===== src/rtl/alu_seq.sv =====
// Handshaked ALU with registered outputs; single-cycle ops plus an optional
// iterative shift-add multiplier built only when ALU_SEQ_MUL_EN is defined.
module alu_seq #(
  parameter int WIDTH = 32,
  parameter int CNTW  = 16
) (
  input  logic             clk,
  input  logic             reset,
  input  logic             in_valid,
  output logic             in_ready,
  input  logic [WIDTH-1:0] a,
  input  logic [WIDTH-1:0] b,
  input  logic [3:0]       op,
  output logic             out_valid,
  input  logic             out_ready,
  output logic [WIDTH-1:0] result,
  output logic             c,
  output logic             n,
  output logic             z,
  output logic             v,
  output logic             ill,
  output logic [CNTW-1:0]  done_cnt
);

  localparam int SHW = $clog2(WIDTH);
  localparam logic [3:0] OP_MUL = 4'd10;

  logic             accept, out_free, load_alu;
  logic [WIDTH-1:0] alu_res;
  logic             alu_c, alu_v, alu_ill;
  logic [WIDTH:0]   add_w, sub_w;
  logic [SHW-1:0]   sh;

  assign out_free = !out_valid || out_ready;
  assign accept   = in_valid && in_ready;
  assign sh       = b[SHW-1:0];
  assign add_w    = {1'b0, a} + {1'b0, b};
  assign sub_w    = {1'b0, a} + {1'b0, ~b} + {{WIDTH{1'b0}}, 1'b1};

  always_comb begin
    alu_res = '0;
    alu_c   = 1'b0;
    alu_v   = 1'b0;
    alu_ill = 1'b0;
    case (op)
      4'd0: alu_res = a & b;
      4'd1: alu_res = a | b;
      4'd2: alu_res = a ^ b;
      4'd3: alu_res = ~a;
      4'd4: begin
        alu_res = add_w[WIDTH-1:0];
        alu_c   = add_w[WIDTH];
        alu_v   = (a[WIDTH-1] == b[WIDTH-1]) && (add_w[WIDTH-1] != a[WIDTH-1]);
      end
      4'd5: begin
        alu_res = sub_w[WIDTH-1:0];
        alu_c   = sub_w[WIDTH];
        alu_v   = (a[WIDTH-1] != b[WIDTH-1]) && (sub_w[WIDTH-1] != a[WIDTH-1]);
      end
      4'd6: alu_res = a << sh;
      4'd7: alu_res = a >> sh;
      4'd8: alu_res = $unsigned($signed(a) >>> sh);
      4'd9: alu_res = {{(WIDTH-1){1'b0}}, ($signed(a) < $signed(b))};
`ifdef ALU_SEQ_MUL_EN
      4'd10: alu_ill = 1'b0;  // handled by the multiplier FSM
`endif
      default: alu_ill = 1'b1;
    endcase
  end

`ifdef ALU_SEQ_MUL_EN
  typedef enum logic [1:0] {IDLE, MUL, HOLD} state_t;
  localparam logic [SHW-1:0] LAST = SHW'(WIDTH - 1);

  state_t           state, state_nxt;
  logic [WIDTH-1:0] acc, mcand, mplier;
  logic [SHW-1:0]   cnt;
  logic             mul_load;

  assign in_ready = reset && (state == IDLE) && out_free;
  assign load_alu = accept && (op != OP_MUL);
  assign mul_load = (state == HOLD) && out_free;

  always_ff @(posedge clk)
    if (!reset) state <= IDLE;
    else        state <= state_nxt;

  always_comb begin
    state_nxt = state;
    case (state)
      IDLE:    if (accept && op == OP_MUL) state_nxt = MUL;
      MUL:     if (cnt == LAST) state_nxt = HOLD;
      HOLD:    if (out_free) state_nxt = IDLE;
      default: state_nxt = IDLE;
    endcase
  end

  // One shift-add step per cycle; only the low WIDTH bits of the product are kept.
  always_ff @(posedge clk) begin
    if (accept && op == OP_MUL) begin
      acc    <= '0;
      mcand  <= a;
      mplier <= b;
      cnt    <= '0;
    end else if (state == MUL) begin
      if (mplier[0]) acc <= acc + mcand;
      mcand  <= mcand << 1;
      mplier <= mplier >> 1;
      cnt    <= cnt + SHW'(1);
    end
  end
`else
  assign in_ready = reset && out_free;
  assign load_alu = accept;
`endif

  always_ff @(posedge clk) begin
    if (!reset) begin
      out_valid <= 1'b0;
      result    <= '0;
      {c, n, z, v, ill} <= '0;
      done_cnt  <= '0;
    end else begin
      if (load_alu) begin
        out_valid <= 1'b1;
        result    <= alu_res;
        c         <= alu_c;
        v         <= alu_v;
        ill       <= alu_ill;
        n         <= alu_res[WIDTH-1];
        z         <= (alu_res == '0);
      end
`ifdef ALU_SEQ_MUL_EN
      else if (mul_load) begin
        out_valid <= 1'b1;
        result    <= acc;
        c         <= 1'b0;
        v         <= 1'b0;
        ill       <= 1'b0;
        n         <= acc[WIDTH-1];
        z         <= (acc == '0);
      end
`endif
      else if (out_valid && out_ready) out_valid <= 1'b0;
      if (out_valid && out_ready) done_cnt <= done_cnt + CNTW'(1);
    end
  end

endmodule

===== config.mk =====
export PLATFORM = sky130hd
export DESIGN_NAME = alu_seq
export DESIGN_NICKNAME = d
export VERILOG_FILES = /design/src/rtl/alu_seq.sv
export SDC_FILE = /design/constraint.sdc
export NUM_CORES = 1
export LEC_CHECK = 0
export ABC_AREA = 1
export BUFFER_PORTS_ARGS = -buffer_cell sky130_fd_sc_hd__buf_4
export CORE_MARGIN = 5
export CORE_UTILIZATION = 50
export DETAILED_ROUTE_END_ITERATION = 8
export PLACE_DENSITY_LB_ADDON = 0.05
export SLEW_MARGIN = 40
export SYNTH_ARGS = -nofsm -noshare
export SYNTH_HDL_FRONTEND = slang
export SYNTH_SLANG_ARGS = --single-unit

===== constraint.sdc =====
create_clock -name clk -period 3.1 [get_ports clk]
set_input_delay 0.31 -clock clk [delete_from_list [all_inputs] [get_ports clk]]
set_output_delay 0.31 -clock clk [all_outputs]
set_load 0.01 [all_outputs]

* Word-level counts from Yosys, hierarchy flattened
Cells that the tools add are included.
** Cells by class
- Add/subtract/negate cells :: 4
- Order comparisons :: 1
- Equality and inequality tests :: 13
- Shift operators :: 3
- Multiplexer cells :: 6
- Bitwise logic cells :: 5
- Reductions and logical operators :: 11
** Operator list (count)
- 32-bit one-hot mux with 10 select lines :: 1
- 32-bit by 32-bit adder with 33-bit output :: 2
- 32-bit inverter :: 2
- 33-bit by 1-bit adder with 33-bit output (second input constant) :: 1
- 32-bit bitwise AND :: 1
- 32-bit zero test :: 1
- 32-bit < comparator :: 1
- 32-bit bitwise OR :: 1
- 32-bit by 5-bit left shift with 32-bit output :: 1
- 32-bit by 5-bit right shift with 32-bit output :: 1
- 32-bit by 5-bit >>> shifter with 32-bit output :: 1
- 32-bit XOR :: 1
- 16-bit by 1-bit adder with 16-bit output (second input constant) :: 1
- 4-bit by 3-bit equality test with 1-bit output (second input constant) :: 4
- 10-bit OR reduction :: 1
- 4-bit by 2-bit equality test with 1-bit output (second input constant) :: 2
- 4-bit equality test (second input constant) :: 2
- 1-bit logical AND :: 5
- 4-bit by 1-bit equality test with 1-bit output (second input constant) :: 1
- 4-bit zero test :: 1
- 1-bit one-hot mux with 2 select lines :: 2
- 1-bit two-way mux :: 3
- 1-bit != test :: 3
- 2-bit nonzero test :: 1
- other kinds (3) :: 3
** Word-level totals
- Register bits :: 54
- Output and inout bits :: 55
- Word-level logic and storage cells :: 51

* Logic depth before layout (Yosys ltp)
Gate-level depths: netlist (run 1).
- Depth in word-level cells :: 6
- Gate-level depth with buffers :: 26
- Mapped depth without buffers :: 23

* Worst setup path after synthesis (run 1)
Ideal clock, no wire load.
- Path kind :: input port to flip-flop
- Start :: in b[4]
- End :: reg z
- Library setup time :: 59 ps
- Arrival time :: 2657 ps
- Data required time :: 3041 ps
- Setup slack :: 384 ps
- Cell stages on the path :: 23
- Path buffers :: 2
- Path through :: inv_1 > clkbuf_1 > clkbuf_1 > ha_1 > nor2_1 > nand2_1 > inv_1 > nand3_1 > nand2_1 > nand2_1 > nand2_1 > nand2_1 > nand2_1 > nand2_1 > nand2_1 > nor2_1 > nor2_1 > nand2_1 > nor2_1 > nand2_1 > nor2_1 > nand2_1 > nand2_1
** Between the ends
- Word-level cells in the longest chain between the ends :: 5
- Elaborated cells on any way between the ends :: 13
- Classes of those cells :: add/sub: 3; order compare: 1; shift: 3; mux: 1; bitwise: 4; reduce/logical: 1
** RTL lines
- start: declaration :: RTL line 12 : input logic [WIDTH-1:0] b,
- 32-bit inverter :: RTL line 38 : assign sub_w = {1'b0, a} + {1'b0, ~b} + {{WIDTH{1'b0}}, 1'b1};
- 32-bit by 32-bit adder with 33-bit output :: RTL line 38
- 33-bit by 1-bit adder with 33-bit output :: RTL line 38
- 32-bit one-hot mux with 10 select lines * :: RTL line 45 : case (op)
- 32-bit zero test * :: RTL line 131 : z <= (alu_res == '0);
- end signal: assignment :: RTL line 131
- end: declaration :: RTL line 19 : output logic z,
Mark *: on every way between the ends. The rest lies on a longest branch, timed or not.
A chain may end at the register's enable or synchronous reset.

* Final worst setup path (run 1)
- Start :: in a[10]
- End :: reg z
** Between the ends
- Word-level cells in the longest chain between the ends :: 4
- Elaborated cells on any way between the ends :: 13
- Classes of those cells :: add/sub: 3; order compare: 1; shift: 3; mux: 1; bitwise: 4; reduce/logical: 1
** RTL lines
- start: declaration :: RTL line 11 : input logic [WIDTH-1:0] a,
- 32-bit by 32-bit adder with 33-bit output :: RTL line 38
- 33-bit by 1-bit adder with 33-bit output :: RTL line 38
- 32-bit one-hot mux with 10 select lines * :: RTL line 45
- 32-bit zero test * :: RTL line 131
Marks and branches as above.

==> results of run 1 <==
final cells by class:
cell class,count,area [µm²]
Timing Repair Buffer,247,1940
Clock buffer,5,125
Clock inverter,3,26.3
Tap cell,324,405
Sequential cell,53,1060
Multi-Input combinational cell,1947,9470
Fill cell,2656,9960
Inverter,335,1260
worst reg2reg max path, stage by stage, from the launching register on:
cell     delay [ps]
dfxtp_1         380
nand2_1         110
inv_2            80
nand2_1          70
nor2_1          130
nand2_1          90
nor2_1           90
inv_1            70
nor3_2          140
nand3_1         160
nor2_1          200
nand3_1         150
nor3_1          220
a21oi_1         100
o21a_1          110
power by group through the flow:
stage               Sequential (W)  Combinational (W)  Clock, W
finish                    0.000743            0.00229  0.000565
global route              0.000747            0.00246  0.000598
CTS                       0.000743            0.00219  0.000566
detailed placement        0.000758            0.00218         0
global placement          0.000758            0.00216         0
floorplan                 0.000770            0.00127         0
metrics by stage:
step / cell area (µm²) / total power, W / utilization / hold slack, ps
CTS: 14300 / 0.00350 / 0.589 / 272
finish: 14300 / 0.00360 / 0.589 / 264
detailed placement: 14100 / 0.00294 / 0.582 / 442
global route: 14300 / 0.00380 / 0.589 / 299
floorplan: 12200 / 0.00204 / - / 427
global placement: 14100 / 0.00292 / 0.582 / 442
layout by cell type (no fill, tap or decap), types with 2 or more instances in the layout:
cell type	netlist	final
ha_1	104	104
o221ai_1	6	6
nand2_2	2	2
clkbuf_16	0	5
a21oi_1	105	105
and3_1	4	4
nand3_1	398	396
nand2_1	879	879
o21ai_1	7	7
nor2_2	4	6
buf_12	0	7
inv_1	321	321
nor3_1	25	25
a22o_1	20	20
buf_4	3	240
xor2_1	4	4
clkinvlp_4	0	2
nor3_2	2	2
nor2_1	228	225
inv_2	13	13
o21bai_1	10	10
o21ai_0	68	68
o211ai_1	10	10
nand3_2	0	2
fa_1	2	2
dfxtp_1	53	53
nand4_1	21	21
and2_1	4	4
a31oi_1	2	2
o22ai_1	34	34
synth_stat cells (all sizes together):
library cell	n	area, µm²
and3	4	25.0
dfxtp	53	1060
nand3	398	1990
nor3	27	145
o21ai	75	375
xor2	4	35.0
o211ai	10	75.1
nand4	21	131
a31oi	2	12.5
nand3b	1	7.51
buf	63	339
a22o	20	175
nand2	881	3310
o21bai	10	75.1
a21oi	105	526
or2	2	12.5
o21a	1	7.51
o22ai	34	213
nor3b	1	7.51
nor2	232	881
and2	4	25.0
ha	104	1300
nor4	1	6.26
o221ai	6	52.6
clkbuf	36	136
fa	2	40.0
inv	335	1260
a21boi	1	7.51
o41ai	1	8.76
routing by layer:
metal,share of wire,track usage,vias to the layer above,wire length [µm]
met5,0,0,-,0
li1,-,-,8096,-
met2,0.40,0.613,1292,24400
met3,0.13,0.101,224,7980
met4,0.078,0.242,0,4720
met1,0.39,0.537,7728,23400
state kept, by name, summed over array words and instances, names as in the netlist:
register	count
v	1
result	32
done_cnt	16
ill	1
z	1
c	1
out_valid	1
worst max path at each step:
stage | end | slack [ps] | cells after the start | from
after floorplan | z | 380 | 23 | b[4]
after global placement | z | -130 | 19 | a[0]
after detailed placement | z | -90 | 19 | a[0]
after CTS | z | 200 | 19 | a[0]
after global routing | z | 8 | 18 | a[10]
final | z | 150 | 18 | a[10]
kinds of logic after synthesis:
group,after synthesis,share of synthesized area
and+or+nand+nor,1572,0.534
AOI/OAI and AO/OA,265,0.125
xor gates and xnor gates,4,0.00286
adders and majority gates,106,0.110
buffers and inverters,434,0.142
DFF,53,0.0866
==> impl_metrics.json, run 1 <==
{
  "syn_to_final_growth_pct": 16.7,
  "die_width_um": 166,
  "grt_usage": 0.411,
  "yosysSeqAreaShare": 0.0866,
  "hold_depth": 3,
  "crit_type": "in -> reg",
  "synthesis.nets": 2612,
  "power_frac_comb": 0.636,
  "maxCapViolCount": 0,
  "finalNetCount": 2767,
  "numCtsBuffers": 5,
  "fin_tns_setup_ps": 0,
  "worstSetupEndpointType": "flop",
  "drc_errors": 0,
  "initial_core_util": 0.505,
  "first_pass_iters": 8,
  "routedWlPerCell_um": 20.8,
  "period_needed_ps": 2950,
  "ys_warn_count": 0,
  "crit_fanout": 8,
  "arrival_ps": 3190,
  "clockRootBuffer": "clkbuf_16",
  "worst-path-buf-inv": 4,
  "hp-start": "in_valid",
  "drt_iter0_markers": 2637,
  "reg2reg_depth": 14,
  "final_cells": 2914,
  "avgSynthCellArea_um2": 5.03,
  "dieArea_um2": 27700,
  "p_clk_frac": 0.157,
  "synth.distinct_cells": 40,
  "worstPathCellList": "buf_4, inv_1, ha_1, nor2_1, inv_1, nor2_1, inv_1, nor2_1, nand2_1, nand3_1, o21ai_0, a21oi_1, nand3_2, nor2_1, nand2_1, nor2_1, nand2_1, nand2_1",
  "clkTransAtPathRegs_ps": 70,
  "postCtsHoldBufs": 0,
  "crit_path_frequent_cell": "nor2_1",
  "outcome": "complete, no violations",
  "clock-sinks": 53,
  "grt_first_pass_wirelength_mm": 90.6,
  "worstHoldEndpoint": "out_valid",
  "io_buffers": 126,
  "r2r_start": "out_valid",
  "max_clock_freq_ghz": 0.339,
  "finalCritPeriodShare": 0.951,
  "cp.required_ps": 3340,
  "antenna_found_initial": 1,
  "layout_setup_ws_ps": 151,
  "power_density_nw_per_um2": 252,
  "htreeDepth": 2,
  "hp-class": "in -> reg",
  "dp_cells": 2906,
  "startpoint_type": "input port",
  "synth-seq-cells": 53,
  "grt_max_degree": 71,
  "place_ws_ps": -90.2,
  "ios": 127,
  "cts_tree": "built",
  "internal-power_w": 0.00177,
  "syn_area_um2": 12200,
  "vdd_ir_drop_max_uv": 257,
  "viasPerCell": 5.95,
  "netlist_instances": 2434,
  "die_h_um": 166,
  "fp-row-count": 57,
  "r2r_slack_ps": 900,
  "slew_headroom": 0.403,
  "overflow": 0,
  "antenna_cells": 0,
  "critPathMaxStageDelay_ps": 420,
  "leakagePower_nw": 8.24,
  "tightest_slew_ps": 887,
  "finalHoldViolCount": 0,
  "cts_setup_buffers": 0,
  "finClkSkew_ps": 6.19,
  "rr_endpoint": "done_cnt[15]",
  "drive_gt1_frac": 0.109,
  "grt_pass1_vias": 15800,
  "critPathSlowestCell": "ha_1",
  "seq_power_share": 0.207,
  "cts_resized": 0,
  "finalSetupViolations": 0,
  "power.switching_w": 0.00182,
  "clk_latency_ps": 290,
  "via_count": 17300,
  "cts.path.max_buffers": 2,
  "wl_mm": 60.5,
  "gp_congestion": 1.14,
  "switching_share": 0.507,
  "finalMaxSlewViolations": 0,
  "hpwl_mm": 50.0,
  "path_delay_family": "simple AND/OR/NAND/NOR gates",
  "coreArea_um2": 24200,
  "grt_setup_unrepaired": "no",
  "drtAntennaViolNets": 0
}
Power figures use the tool's default switching activity.
==> run 2: changes to the inputs <==
--- a/config.mk
+++ b/config.mk
@@ -8,7 +8,7 @@
 export ABC_AREA = 1
 export BUFFER_PORTS_ARGS = -buffer_cell sky130_fd_sc_hd__buf_4
 export CORE_MARGIN = 5
-export CORE_UTILIZATION = 50
+export CORE_UTILIZATION = 28
 export DETAILED_ROUTE_END_ITERATION = 8
 export PLACE_DENSITY_LB_ADDON = 0.05
 export SLEW_MARGIN = 40
==> run 2 against run 1 <==
Worst setup slack got worse by 12 ps. Register-to-register slack improved by 20 ps. Die area rose by 73%. Design area rose by 5.1%. Via count fell by 3.5%. Power rose by 4.5%. Combinational power rose by 7%. Critical endpoint unchanged.
==> impl_metrics.json, run 2 (synthesis gave the netlist of run 1 again) <==
{
  "tightest_slew_ps": 919,
  "dieArea_um2": 48000,
  "die_h_um": 219,
  "syn_to_final_growth_pct": 22.7,
  "via_count": 16700,
  "drive_gt1_frac": 0.127,
  "final_cells": 3229,
  "wl_mm": 71.2,
  "ios": 127,
  "multi_input_area_um2": 9460,
  "cts_setup_buffers": 0,
  "grt_first_pass_wirelength_mm": 103,
  "maxCapViolCount": 0,
  "numCtsBuffers": 5,
  "cp.required_ps": 3350,
  "die_width_um": 219,
  "gp_congestion": 0.993,
  "viasPerCell": 5.18,
  "hp-class": "in -> reg",
  "first_pass_iters": 6,
  "drc_errors": 0,
  "finalMaxSlewViolations": 0,
  "leakagePower_nw": 8.50,
  "power_density_nw_per_um2": 250,
  "antenna_cells": 0,
  "cts_tree": "built",
  "seqCellArea_um2": 1060,
  "io_buffers": 126,
  "grt_pass1_vias": 15700,
  "utilization": 0.348,
  "final_cell_mix": "nand2_1 (879), nand3_1 (398), inv_1 (321)",
  "initial_core_util": 0.284,
  "finalCritPeriodShare": 0.955,
  "layout_setup_ws_ps": 138,
  "vdd_ir_drop_max_uv": 214,
  "crit_fanout": 5,
  "hp-start": "in_valid",
  "clk_latency_ps": 300,
  "regMostFlops": "result",
  "outcome": "complete, no violations",
  "fillers": 5174,
  "arrival_ps": 3210,
  "coreArea_um2": 43200,
  "finalHoldViolCount": 0,
  "largest_reg_flops": 32,
  "worstHoldEndpoint": "out_valid",
  "max_clock_freq_ghz": 0.338,
  "mostFrequentLayoutCell": "nand2_1",
  "clock-sinks": 53,
  "grt_setup_unrepaired": "no",
  "routedWlPerCell_um": 22.0,
  "rr_endpoint": "done_cnt[15]",
  "finalSetupViolations": 0,
  "hold_depth": 3,
  "grt_max_degree": 71,
  "r2r_start": "out_valid",
  "crit_type": "in -> reg",
  "finClkSkew_ps": 10.9,
  "grt_usage": 0.286,
  "fp-row-count": 76,
  "hpwl_mm": 60.5,
  "drtAntennaViolNets": 0,
  "postCtsHoldBufs": 0,
  "cts.path.max_buffers": 2,
  "htreeDepth": 2,
  "worstSetupEndpointType": "flop",
  "overflow": 0,
  "dp_cells": 3221,
  "place_ws_ps": -147,
  "clockRootBuffer": "clkbuf_16",
  "slew_headroom": 0.382,
  "period_needed_ps": 2960,
  "reg_top3": "result x32, done_cnt x16",
  "r2r_slack_ps": 920,
  "drt_iter0_markers": 1709,
  "finalNetCount": 2821,
  "startpoint_type": "input port",
  "clkTransAtPathRegs_ps": 80,
  "antenna_found_initial": 1,
  "fin_tns_setup_ps": 0,
  "reg2reg_depth": 14
}
run 2: layout make-up:
type | count | area share
multi-input combinational | 1947 | 0.629
timing repair buffer | 301 | 0.158
inverter | 335 | 0.0838
sequential | 53 | 0.0706
tap | 585 | 0.0487
clock buffer | 6 | 0.00858
clock inverter | 2 | 0.000916
run 2: worst max path at each step:
| stage | from | to | slack, ps |
|---|---|---|---|
| 2_1_floorplan | b[4] | z | 380 |
| 3_3_place_gp | a[10] | z | -250 |
| 3_5_place_dp | a[10] | z | -150 |
| 4_1_cts | a[10] | z | 160 |
| 5_1_grt | a[0] | z | 40 |
| 6_report | a[10] | z | 140 |
run 2: what timing repair did:
item                                   4_1_cts  5_1_grt
setup endpoints to repair                    0        1
gates resized for setup                      0        2
endpoints found under the hold margin        0        0
run 2: through the flow:
step / power [W] / hold WS, ps / cell area [µm²]
after floorplan: 0.00204 / 427 / 12200
after global placement: 0.00317 / 448 / 14900
after detailed placement: 0.00316 / 455 / 14900
after CTS: 0.00374 / 218 / 15000
after global routing: 0.00402 / 235 / 15000
final: 0.00376 / 228 / 15000
run 2: worst max-delay path, stage by stage:
cell     delay [ps]
buf_4           130
inv_1            60
ha_1            350
buf_4           170
nand2_1         150
inv_1            60
a21oi_1         280
nand3_1         450
nand2_1         200
nand3_1          90
nand3_1          90
nand2_1          90
nor2_2          270
nand2_1         100
nor2_1          110
nand2_1          50
nor2_1          110
nand2_1          70
nand2_1          50
run 2: layer usage:
layer / up-vias / share of wire / GRT usage
met5: - / 0.00017 / 0
met4: 2 / 0.040 / 0.0927
met3: 110 / 0.070 / 0.0309
met2: 744 / 0.44 / 0.457
met1: 7682 / 0.45 / 0.403
li1: 8199 / - / -
run 2: power breakdown:
| group | total (W) | internal [W] | switching [W] |
|---|---|---|---|
| Sequential | 0.000742 | 0.000718 | 0.0000238 |
| Combinational | 0.00245 | 0.000830 | 0.00162 |
| Clock | 0.000567 | 0.000302 | 0.000264 |
| Total | 0.00376 | 0.00185 | 0.00191 |
==> run 3: changes to the inputs <==
--- a/config.mk
+++ b/config.mk
@@ -7,8 +7,10 @@
 export LEC_CHECK = 0
 export ABC_AREA = 1
 export BUFFER_PORTS_ARGS = -buffer_cell sky130_fd_sc_hd__buf_4
+export CORE_ASPECT_RATIO = 0.9
 export CORE_MARGIN = 5
 export CORE_UTILIZATION = 28
+export CTS_BUF_LIST = sky130_fd_sc_hd__clkbuf_2
 export DETAILED_ROUTE_END_ITERATION = 8
 export PLACE_DENSITY_LB_ADDON = 0.05
 export SLEW_MARGIN = 40
==> run 3 against run 2 <==
Global-route usage decreased by 0.13 points. Largest power group unchanged. Via count up 0.72%. Largest cell class unchanged. Count of clock-buffer cells in the layout down 1. Final cell count decreased by 1.6%. Core utilization fell by 0.71 points. Critical path depth increased by 2. Power is 7.8% lower.
==> impl_metrics.json, run 3 (synthesis gave the netlist of run 1 again) <==
{
  "maxCapViolCount": 0,
  "place_ws_ps": -179,
  "final_cell_mix": "nand2_1 (879), nand3_1 (398), inv_1 (321)",
  "fin_total_pwr_w": 0.00346,
  "cp-startpoint": "a[0]",
  "crit_path_frequent_cell": "nand2_1",
  "via_count": 16900,
  "antenna_found_initial": 1,
  "cts.path.max_buffers": 2,
  "place_area_um2": 14700,
  "r2r_start": "out_valid",
  "cp.required_ps": 3530,
  "worstPathCellList": "buf_4, inv_1, ha_1, fa_1, inv_1, nand2_1, nand3_1, nand2_1, nand2_1, o21ai_1, nand2_1, nand2_1, a21oi_1, nand2_1, nor2_1, nand2_1, nor2_1, nand2_1, nor2_1, nand2_1, nand2_1",
  "final_design_area_no_fill_um2": 14700,
  "finClkSkew_ps": 46.0,
  "worstSetupEndpointType": "flop",
  "io_buffers": 126,
  "coreArea_um2": 43200,
  "cts_tree": "built",
  "finalMaxSlewViolations": 0,
  "drt_iter0_markers": 1640,
  "syn_to_final_growth_pct": 20.1,
  "r2r_slack_ps": 810,
  "path_delay_family": "simple AND/OR/NAND/NOR gates",
  "gp_congestion": 1.02,
  "clk_latency_ps": 500,
  "drive_gt1_frac": 0.119,
  "largest_reg_flops": 32,
  "hpwl_mm": 60.5,
  "wl_mm": 71.8,
  "power_density_nw_per_um2": 235,
  "numCtsBuffers": 5,
  "viasPerCell": 5.31,
  "drc_errors": 0,
  "htreeDepth": 2,
  "mostFrequentLayoutCell": "nand2_1",
  "hp-class": "in -> reg",
  "utilization": 0.341,
  "routedWlPerCell_um": 22.6,
  "vdd_ir_drop_max_uv": 146,
  "fp-row-count": 72,
  "drtAntennaViolNets": 0,
  "arrival_ps": 3290,
  "dieArea_um2": 48000,
  "rr_endpoint": "done_cnt[15]",
  "crit_type": "in -> reg",
  "first_pass_iters": 6,
  "period_needed_ps": 2860,
  "die_width_um": 230,
  "max_clock_freq_ghz": 0.349,
  "regMostFlops": "result",
  "clockRootBuffer": "clkbuf_2",
  "clkTransAtPathRegs_ps": 320,
  "finalCritPeriodShare": 0.924,
  "critPathMaxStageDelay_ps": 470,
  "antenna_cells": 0,
  "grt_pass1_vias": 15800,
  "cts_resized": 0,
  "worst-path-buf-inv": 3,
  "outcome": "complete, no violations",
  "clock-sinks": 53,
  "cp.depth": 21,
  "leakagePower_nw": 8.34,
  "slew_headroom": 0.486,
  "tightest_slew_ps": 771,
  "initial_core_util": 0.284,
  "cp-endpoint": "z",
  "finalSetupViolations": 0,
  "overflow": 0,
  "ios": 127,
  "grt_usage": 0.284,
  "crit_fanout": 5,
  "reg2reg_depth": 14,
  "layout_setup_ws_ps": 235,
  "grt_max_degree": 71,
  "critPathSlowestCell": "a21oi_1",
  "die_h_um": 208,
  "finalHoldViolCount": 0,
  "finalNetCount": 2799,
  "reg_top3": "result x32, done_cnt x16",
  "startpoint_type": "input port",
  "grt_setup_unrepaired": "no",
  "grt_first_pass_wirelength_mm": 104
}
[run 3: cell count changes in the layout (fill, tap and decap cells not counted), sizes merged]
| cell | before | now |
|---|---|---|
| inv | 336 | 335 |
| buf | 301 | 278 |
| dlygate4sd3 | 0 | 1 |
| clkbuf | 6 | 5 |
| clkinv | 1 | 3 |
[run 3: repair_timing]
action,in CTS,in global routing
hold buffers,1,0
buffers inserted,0,0
hold endpoints to repair,1,0
[run 3: worst min-delay path, stage by stage]
cell and delay [ps]:
buf_4 180, nand2_1 80, nor2_1 30
[run 3: routing by layer]
metal	routed length [µm]	track usage	share of wire	vias up
met5	9	0	0.00013	-
met2	31400	0.451	0.44	669
li1	-	-	-	8157
met4	1140	0.0392	0.016	2
met3	5440	0.0425	0.076	54
met1	33700	0.418	0.47	7975
[run 3: final cells by class]
class                      count  area (µm²)
tap                          555         694
clock inverter                 3        17.5
fill                        5076       28400
timing repair buffer         279        2200
clock buffer                   5        25.0
inverter                     335        1260
multi-input combinational   1947        9460
sequential                    53        1060
[run 3: how the worst min path moves through the flow]
| stage | to | start | slack [ps] | cells after the start |
|---|---|---|---|---|
| 2_1_floorplan | out_valid | in_valid | 430 | 2 |
| 3_3_place_gp | result[21] | result[21] | 450 | 2 |
| 3_5_place_dp | result[22] | result[22] | 450 | 2 |
| 4_1_cts | out_valid | out_ready | 70 | 4 |
| 5_1_grt | done_cnt[4] | reset | 30 | 3 |
| 6_report | done_cnt[4] | reset | 90 | 3 |
[run 3: stage by stage]
step	setup TNS (ps)	instances	hold WS, ps
2_1_floorplan	0	2434	427
3_3_place_gp	-219	3168	449
3_5_place_dp	-218	3168	450
4_1_cts	0	3177	66.0
5_1_grt	0	3177	34.2
6_report	0	3177	86.8
[run 3: power breakdown]
part	total, W	switching (W)	internal, W
Sequential	0.000743	0.0000219	0.000722
Combinational	0.00242	0.00162	0.000798
Clock	0.000299	0.000246	0.0000536
